## config.mk

```make
export PLATFORM = sky130hd
export DESIGN_NAME = readout_capture
export DESIGN_NICKNAME = d
export VERILOG_FILES = /design/src/rtl/cam_pkg.sv /design/src/rtl/readout_capture_edge_det.sv /design/src/rtl/readout_capture.sv
export SDC_FILE = /design/constraint.sdc
export NUM_CORES = 1
export LEC_CHECK = 0
export CORE_ASPECT_RATIO = 1.1
export CORE_UTILIZATION = 46
export DETAILED_ROUTE_END_ITERATION = 8
export PLACE_DENSITY_LB_ADDON = 0.08
export SLEW_MARGIN = 15
export SYNTH_ARGS = -nofsm -noshare
export SYNTH_HDL_FRONTEND = slang
export SYNTH_SLANG_ARGS = --single-unit
```

## constraint.sdc

```tcl
create_clock -name clk -period 1.8 [get_ports clk]
set_input_delay 0.27 -clock clk [delete_from_list [all_inputs] [get_ports clk]]
set_output_delay 0.27 -clock clk [all_outputs]
set_load 0.02 [all_outputs]
```

## src/rtl/cam_pkg.sv

```systemverilog
// Shared definitions for the camera readout capture block: state encoding,
// default geometry and row placement within an assembled frame.
package cam_pkg;

  localparam int ADC_W_DEF = 8;
  localparam int NCOL_DEF  = 2;

  localparam logic [1:0] ST_WAIT_EXP = 2'b00;
  localparam logic [1:0] ST_EXPOSE   = 2'b01;
  localparam logic [1:0] ST_READ     = 2'b10;
  localparam logic [1:0] ST_DONE     = 2'b11;

  // Row slot index inside frame_data (row 1 low half, row 2 high half).
  localparam int ROW1 = 0;
  localparam int ROW2 = 1;

endpackage

```

## src/rtl/readout_capture_edge_det.sv

```systemverilog
// Single-bit rising/falling edge detector; the delayed copy is the only state.
module edge_det (
  input  logic clk,
  input  logic rst_n,
  input  logic d_i,
  output logic rise_o,
  output logic fall_o
);

  logic d_q;

  // Delay the input by one clock for edge comparison.
  always_ff @(posedge clk or negedge rst_n) begin
    if (!rst_n) begin
      d_q <= 1'b0;
    end else begin
      d_q <= d_i;
    end
  end

  assign rise_o = d_i & ~d_q;
  assign fall_o = ~d_i & d_q;

endmodule

```

## src/rtl/readout_capture.sv

```systemverilog
// Captures two ADC rows strobed by the exposure controller into one frame,
// hands it downstream over valid/ready and flags handshake protocol errors.
module readout_capture
  import cam_pkg::*;
#(
  parameter int ADC_W = ADC_W_DEF,
  parameter int NCOL  = NCOL_DEF
) (
  input  logic                      clk,
  input  logic                      reset,
  input  logic                      expose,
  input  logic                      erase,
  input  logic                      NRE_1,
  input  logic                      NRE_2,
  input  logic                      ADC,
  input  logic [ADC_W*NCOL-1:0]     adc_data,
  input  logic                      frame_ready,
  input  logic                      err_clr,
  output logic                      frame_valid,
  output logic [2*NCOL*ADC_W-1:0]   frame_data,
  output logic                      proto_err,
  output logic                      overrun
);

  localparam int RW = ADC_W * NCOL;

  logic          adc_rise_s;
  logic          adc_fall_unused;
  logic          exp_rise_s;
  logic          exp_fall_s;

  logic [1:0]    state_q, state_d;
  logic [RW-1:0] row1_q, row1_d;
  logic [RW-1:0] row2_q, row2_d;
  logic          got1_q, got1_d;
  logic          got2_q, got2_d;
  logic          frame_valid_q, frame_valid_d;
  logic [2*RW-1:0] frame_data_q, frame_data_d;
  logic          proto_err_q, proto_err_d;
  logic          overrun_q, overrun_d;
  logic          err_set_s;
  logic          ovr_set_s;

  edge_det u_adc_edge (
    .clk    (clk),
    .rst_n  (reset),
    .d_i    (ADC),
    .rise_o (adc_rise_s),
    .fall_o (adc_fall_unused)
  );

  edge_det u_exp_edge (
    .clk    (clk),
    .rst_n  (reset),
    .d_i    (expose),
    .rise_o (exp_rise_s),
    .fall_o (exp_fall_s)
  );

  // Readout sequencing, row capture and frame hand-off.
  always_comb begin
    state_d       = state_q;
    row1_d        = row1_q;
    row2_d        = row2_q;
    got1_d        = got1_q;
    got2_d        = got2_q;
    frame_valid_d = frame_valid_q;
    frame_data_d  = frame_data_q;
    err_set_s     = 1'b0;
    ovr_set_s     = 1'b0;
    case (state_q)
      ST_WAIT_EXP: begin
        if (exp_rise_s) begin
          state_d = ST_EXPOSE;
          got1_d  = 1'b0;
          got2_d  = 1'b0;
        end else begin
          state_d = ST_WAIT_EXP;
        end
      end
      ST_EXPOSE: begin
        if (adc_rise_s) begin
          err_set_s = 1'b1;
        end else begin
          err_set_s = 1'b0;
        end
        if (exp_fall_s) begin
          state_d = ST_READ;
        end else begin
          state_d = ST_EXPOSE;
        end
      end
      ST_READ: begin
        if (got1_q && got2_q) begin
          state_d       = ST_DONE;
          frame_valid_d = 1'b1;
          frame_data_d[ROW1*RW +: RW] = row1_q;
          frame_data_d[ROW2*RW +: RW] = row2_q;
        end else if (erase) begin
          state_d   = ST_WAIT_EXP;
          err_set_s = 1'b1;
        end else if (adc_rise_s) begin
          // Exactly one NRE line must be low; a repeated row is kept but flagged.
          if (!NRE_1 && NRE_2) begin
            row1_d    = adc_data;
            got1_d    = 1'b1;
            err_set_s = got1_q;
          end else if (!NRE_2 && NRE_1) begin
            row2_d    = adc_data;
            got2_d    = 1'b1;
            err_set_s = got2_q;
          end else begin
            err_set_s = 1'b1;
          end
        end else begin
          state_d = ST_READ;
        end
      end
      ST_DONE: begin
        if (frame_valid_q && frame_ready) begin
          frame_valid_d = 1'b0;
          if (exp_rise_s) begin
            state_d = ST_EXPOSE;
            got1_d  = 1'b0;
            got2_d  = 1'b0;
          end else begin
            state_d = ST_WAIT_EXP;
          end
        end else if (exp_rise_s) begin
          ovr_set_s = 1'b1;
        end else begin
          state_d = ST_DONE;
        end
      end
      default: begin
        state_d = ST_WAIT_EXP;
      end
    endcase
  end

  // Sticky error flags: a new error in the same cycle overrides the clear.
  always_comb begin
    if (err_set_s) begin
      proto_err_d = 1'b1;
    end else if (err_clr) begin
      proto_err_d = 1'b0;
    end else begin
      proto_err_d = proto_err_q;
    end
    if (ovr_set_s) begin
      overrun_d = 1'b1;
    end else if (err_clr) begin
      overrun_d = 1'b0;
    end else begin
      overrun_d = overrun_q;
    end
  end

  // State and output registers.
  always_ff @(posedge clk or negedge reset) begin
    if (!reset) begin
      state_q       <= ST_WAIT_EXP;
      row1_q        <= {RW{1'b0}};
      row2_q        <= {RW{1'b0}};
      got1_q        <= 1'b0;
      got2_q        <= 1'b0;
      frame_valid_q <= 1'b0;
      frame_data_q  <= {(2*RW){1'b0}};
      proto_err_q   <= 1'b0;
      overrun_q     <= 1'b0;
    end else begin
      state_q       <= state_d;
      row1_q        <= row1_d;
      row2_q        <= row2_d;
      got1_q        <= got1_d;
      got2_q        <= got2_d;
      frame_valid_q <= frame_valid_d;
      frame_data_q  <= frame_data_d;
      proto_err_q   <= proto_err_d;
      overrun_q     <= overrun_d;
    end
  end

  assign frame_valid = frame_valid_q;
  assign frame_data  = frame_data_q;
  assign proto_err   = proto_err_q;
  assign overrun     = overrun_q;

endmodule

```

==> results of run 1 <==
## area by class of cell
type | instances | area (um2) | area share, %
Tap cell | 80 | 100 | 2.46
Sequential cell | 73 | 1830 | 45.0
Clock inverter | 5 | 56.3 | 1.39
Clock buffer | 10 | 138 | 3.39
Timing Repair Buffer | 74 | 786 | 19.3
Multi-Input combinational cell | 101 | 1120 | 27.6
Inverter | 9 | 33.8 | 0.831
## worst reg2reg max path, delay by kind of cell (launching register included)
kind | cells | cell delay [ns]
compound gates | 1 | 0.16
fa+ha+maj | 1 | 0.13
buf+inv | 2 | 0.27
flops | 1 | 0.39
mux | 1 | 0.29
simple gates | 2 | 0.43
## per-layer routing
metal | up-vias | global-route usage, % | share of wire [%]
li1 | 827 | - | -
met1 | 899 | 21.6 | 46
met2 | 47 | 28.6 | 49
met3 | 4 | 6.32 | 4.7
met4 | 0 | 6.45 | 0.86
met5 | - | 0 | 0
## through the flow
step	area, um2	instances	TNS (ns)	util [%]
final	4060	352	0	65.2
after global routing	4060	352	-0.482	65.2
after CTS	3970	348	0	63.8
after detailed placement	3770	332	0	60.5
after global placement	3770	332	0	60.5
after floorplan	3000	189	-1.01	-
## where the power goes
group | leakage, nW | switching, mW | internal (mW)
clock | 0.0981 | 0.578 | 0.667
combinational | 0.930 | 0.0868 | 0.0982
sequential | 1.01 | 0.0121 | 1.66
## worst paths after layout
path / slack (ns) / startpoint / endpoint
hold reg to reg: 0.50 / frame_data[3] / frame_data[3]
min in group asynchronous: 0.51 / reset / frame_data[22]
setup / recovery: 0.02 / state_q[0] / row1_q[8]
setup reg to reg: 0.02 / state_q[0] / row1_q[8]
hold / removal: 0.44 / ADC / u_adc_edge.d_q
max in group asynchronous: 1.00 / reset / u_adc_edge.d_q
## state kept, by name (all words and copies together) (netlist names)
name            cells
frame_data         32
row1_q             16
row2_q             16
state_q             2
frame_valid         1
got1_q              1
got2_q              1
overrun             1
proto_err           1
u_adc_edge.d_q      1
u_exp_edge.d_q      1
## cell usage after synthesis, types with 2 or more instances
| cell | count | area, um2 |
|---|---|---|
| dfrtp_1 | 73 | 1830 |
| mux2_2 | 47 | 529 |
| mux2_4 | 18 | 270 |
| inv_1 | 9 | 33.8 |
| o21ai_0 | 5 | 25.0 |
| clkbuf_1 | 4 | 15.0 |
| ha_1 | 4 | 50.1 |
| nor2_1 | 3 | 11.3 |
| a21oi_1 | 2 | 10.0 |
| buf_6 | 2 | 22.5 |
| nand2b_1 | 2 | 12.5 |
| o22ai_1 | 2 | 12.5 |
## cell families (layout without fill, tap and decap cells)
kind of cell	Yosys count	count (layout)	share of synthesized area [%]
and+or+nand+nor	14	14	3.81
muxes	66	66	27.1
adders and majority gates	4	4	1.68
buffers and inverters	15	98	2.39
DFF	73	73	61.2
AOI/OAI and AO/OA	17	17	3.85
## repair_timing
action | 4_1_cts | 5_1_grt
hold endpoints to repair | 73 | 0
cloned | 0 | 2
setup endpoints to repair | 2 | 30
resized for setup | 0 | 6
setup buffers | 0 | 2
hold buffers | 1 | 0
pin swaps | 1 | 0
==> flow_summary.yaml, run 1 <==
min_path:
  worstHoldPathCells: 1
  hold_class: "primary input to register"
critical_path:
  r2r_cells: 7
  worstPathRequired_ns: 2.03
  critPathBufInv: 2
  cp-start-kind: "register"
  endpoint_kind: "register"
  arrival_ns: 2.01
  path_max_fanout: 4
  path_class: "register to register"
  max_stage_delay_ns: 0.39
  crit_cells: 7
  cp_top_family: "simple AND/OR/NAND/NOR gates"
  crit_chain: "inv_2 > ha_4 > a21boi_4 > and4bb_4 > nand3b_4 > clkbuf_16 > mux2_4"
  cp_slowest_cell: "dfrtp_1"
finish:
  fillCellCount: 507
  antenna_cells: 0
  final_common_cell: "dfrtp_1"
  layout-drive-gt1-share_pct: 38.2
  area_growth_pct: 36.1
  final_cell_mix: "dfrtp_1 (73), clkdlybuf4s50_1 (58), mux2_2 (47), mux2_4 (18), clkbuf_8 (10)"
  final_nets: 297
synth:
  yosysWarningCount: 0
  ys_seq_area_share_pct: 61.2
  synth_seq_cells: 73
  ys.flop_type: "dfrtp_1"
  synthesis.area_um2: 2990
  avgSynthCellArea_um2: 15.8
  postSynthCellCount: 189
  syn-num-nets: 218
  ys_async_sr_fraction_pct: 100
  synth-edff-count: 0
  yosysUniqueCellTypes: 30
routing:
  viasPerCell: 5.05
  wl_per_cell_um: 15.8
  drc_errors: 0
  ant_nets: 0
  routed_wirelength_mm: 5.55
  drtIter0Drc: 63
  dr.pass1.iters: 5
  via_count: 1777
timing:
  min_period_ns: 1.78
  fin_crit_sh_pct: 99.0
  worst_slack_ns: 0.0173
  maxSlewViolCount: 0
  setup_viol: 0
  rsz0062_at_grt: "yes"
  clock.fmax_mhz: 561
  worstMarginPinSlew_ns: 0.381
  whs_ns: 0.438
  skew_ns: 0.00966
  relSlewSlack_pct: 74.6
  finalHoldViolCount: 0
global_route:
  grt_max_degree: 74
  antenna_found_initial: 0
  grt_pass1_vias: 1830
  overflow: 0
  grt_use_total_pct: 17.6
  grt_pass1_wl_mm: 8.87
floorplanning:
  die-area_um2: 6820
  die_h_um: 86.5
  rows: 30
  initial_core_util_pct: 47.9
  die_w_um: 78.8
  io_pins: 60
  core_area_um2: 6230
clock_tree:
  cts_tree: "done"
  cts_max_level: 3
  cts.path.max_buffers: 2
  cts_root_buf: "clkbuf_8"
  cts_buffers: 9
  clkLatencyLatePin_ns: 0.34
  clkTransAtPathRegs_ns: 0.07
  cts.sinks: 73
power_and_ir_drop:
  power_per_cell_area_nw_per_um2: 763
  finalPower_mw: 3.10
  p_leak_nw: 2.04
  peakVddDrop_uv: 521
placed_design:
  gp_congestion: 0.747
  dp_hpwl_mm: 3.68
  port_buffers: 59
  pre_cts_ws_ns: 0.0127
outcome:
  status: "complete, no violations"
flow_run:
  cap_violations: 0
Power figures use the tool's default switching activity.
==> inputs of run 2 (changes only) <==
- CAP_MARGIN: default -> 20
==> results of run 2 <==
The final DEF is identical to that of run 1; final timing and power are the same.
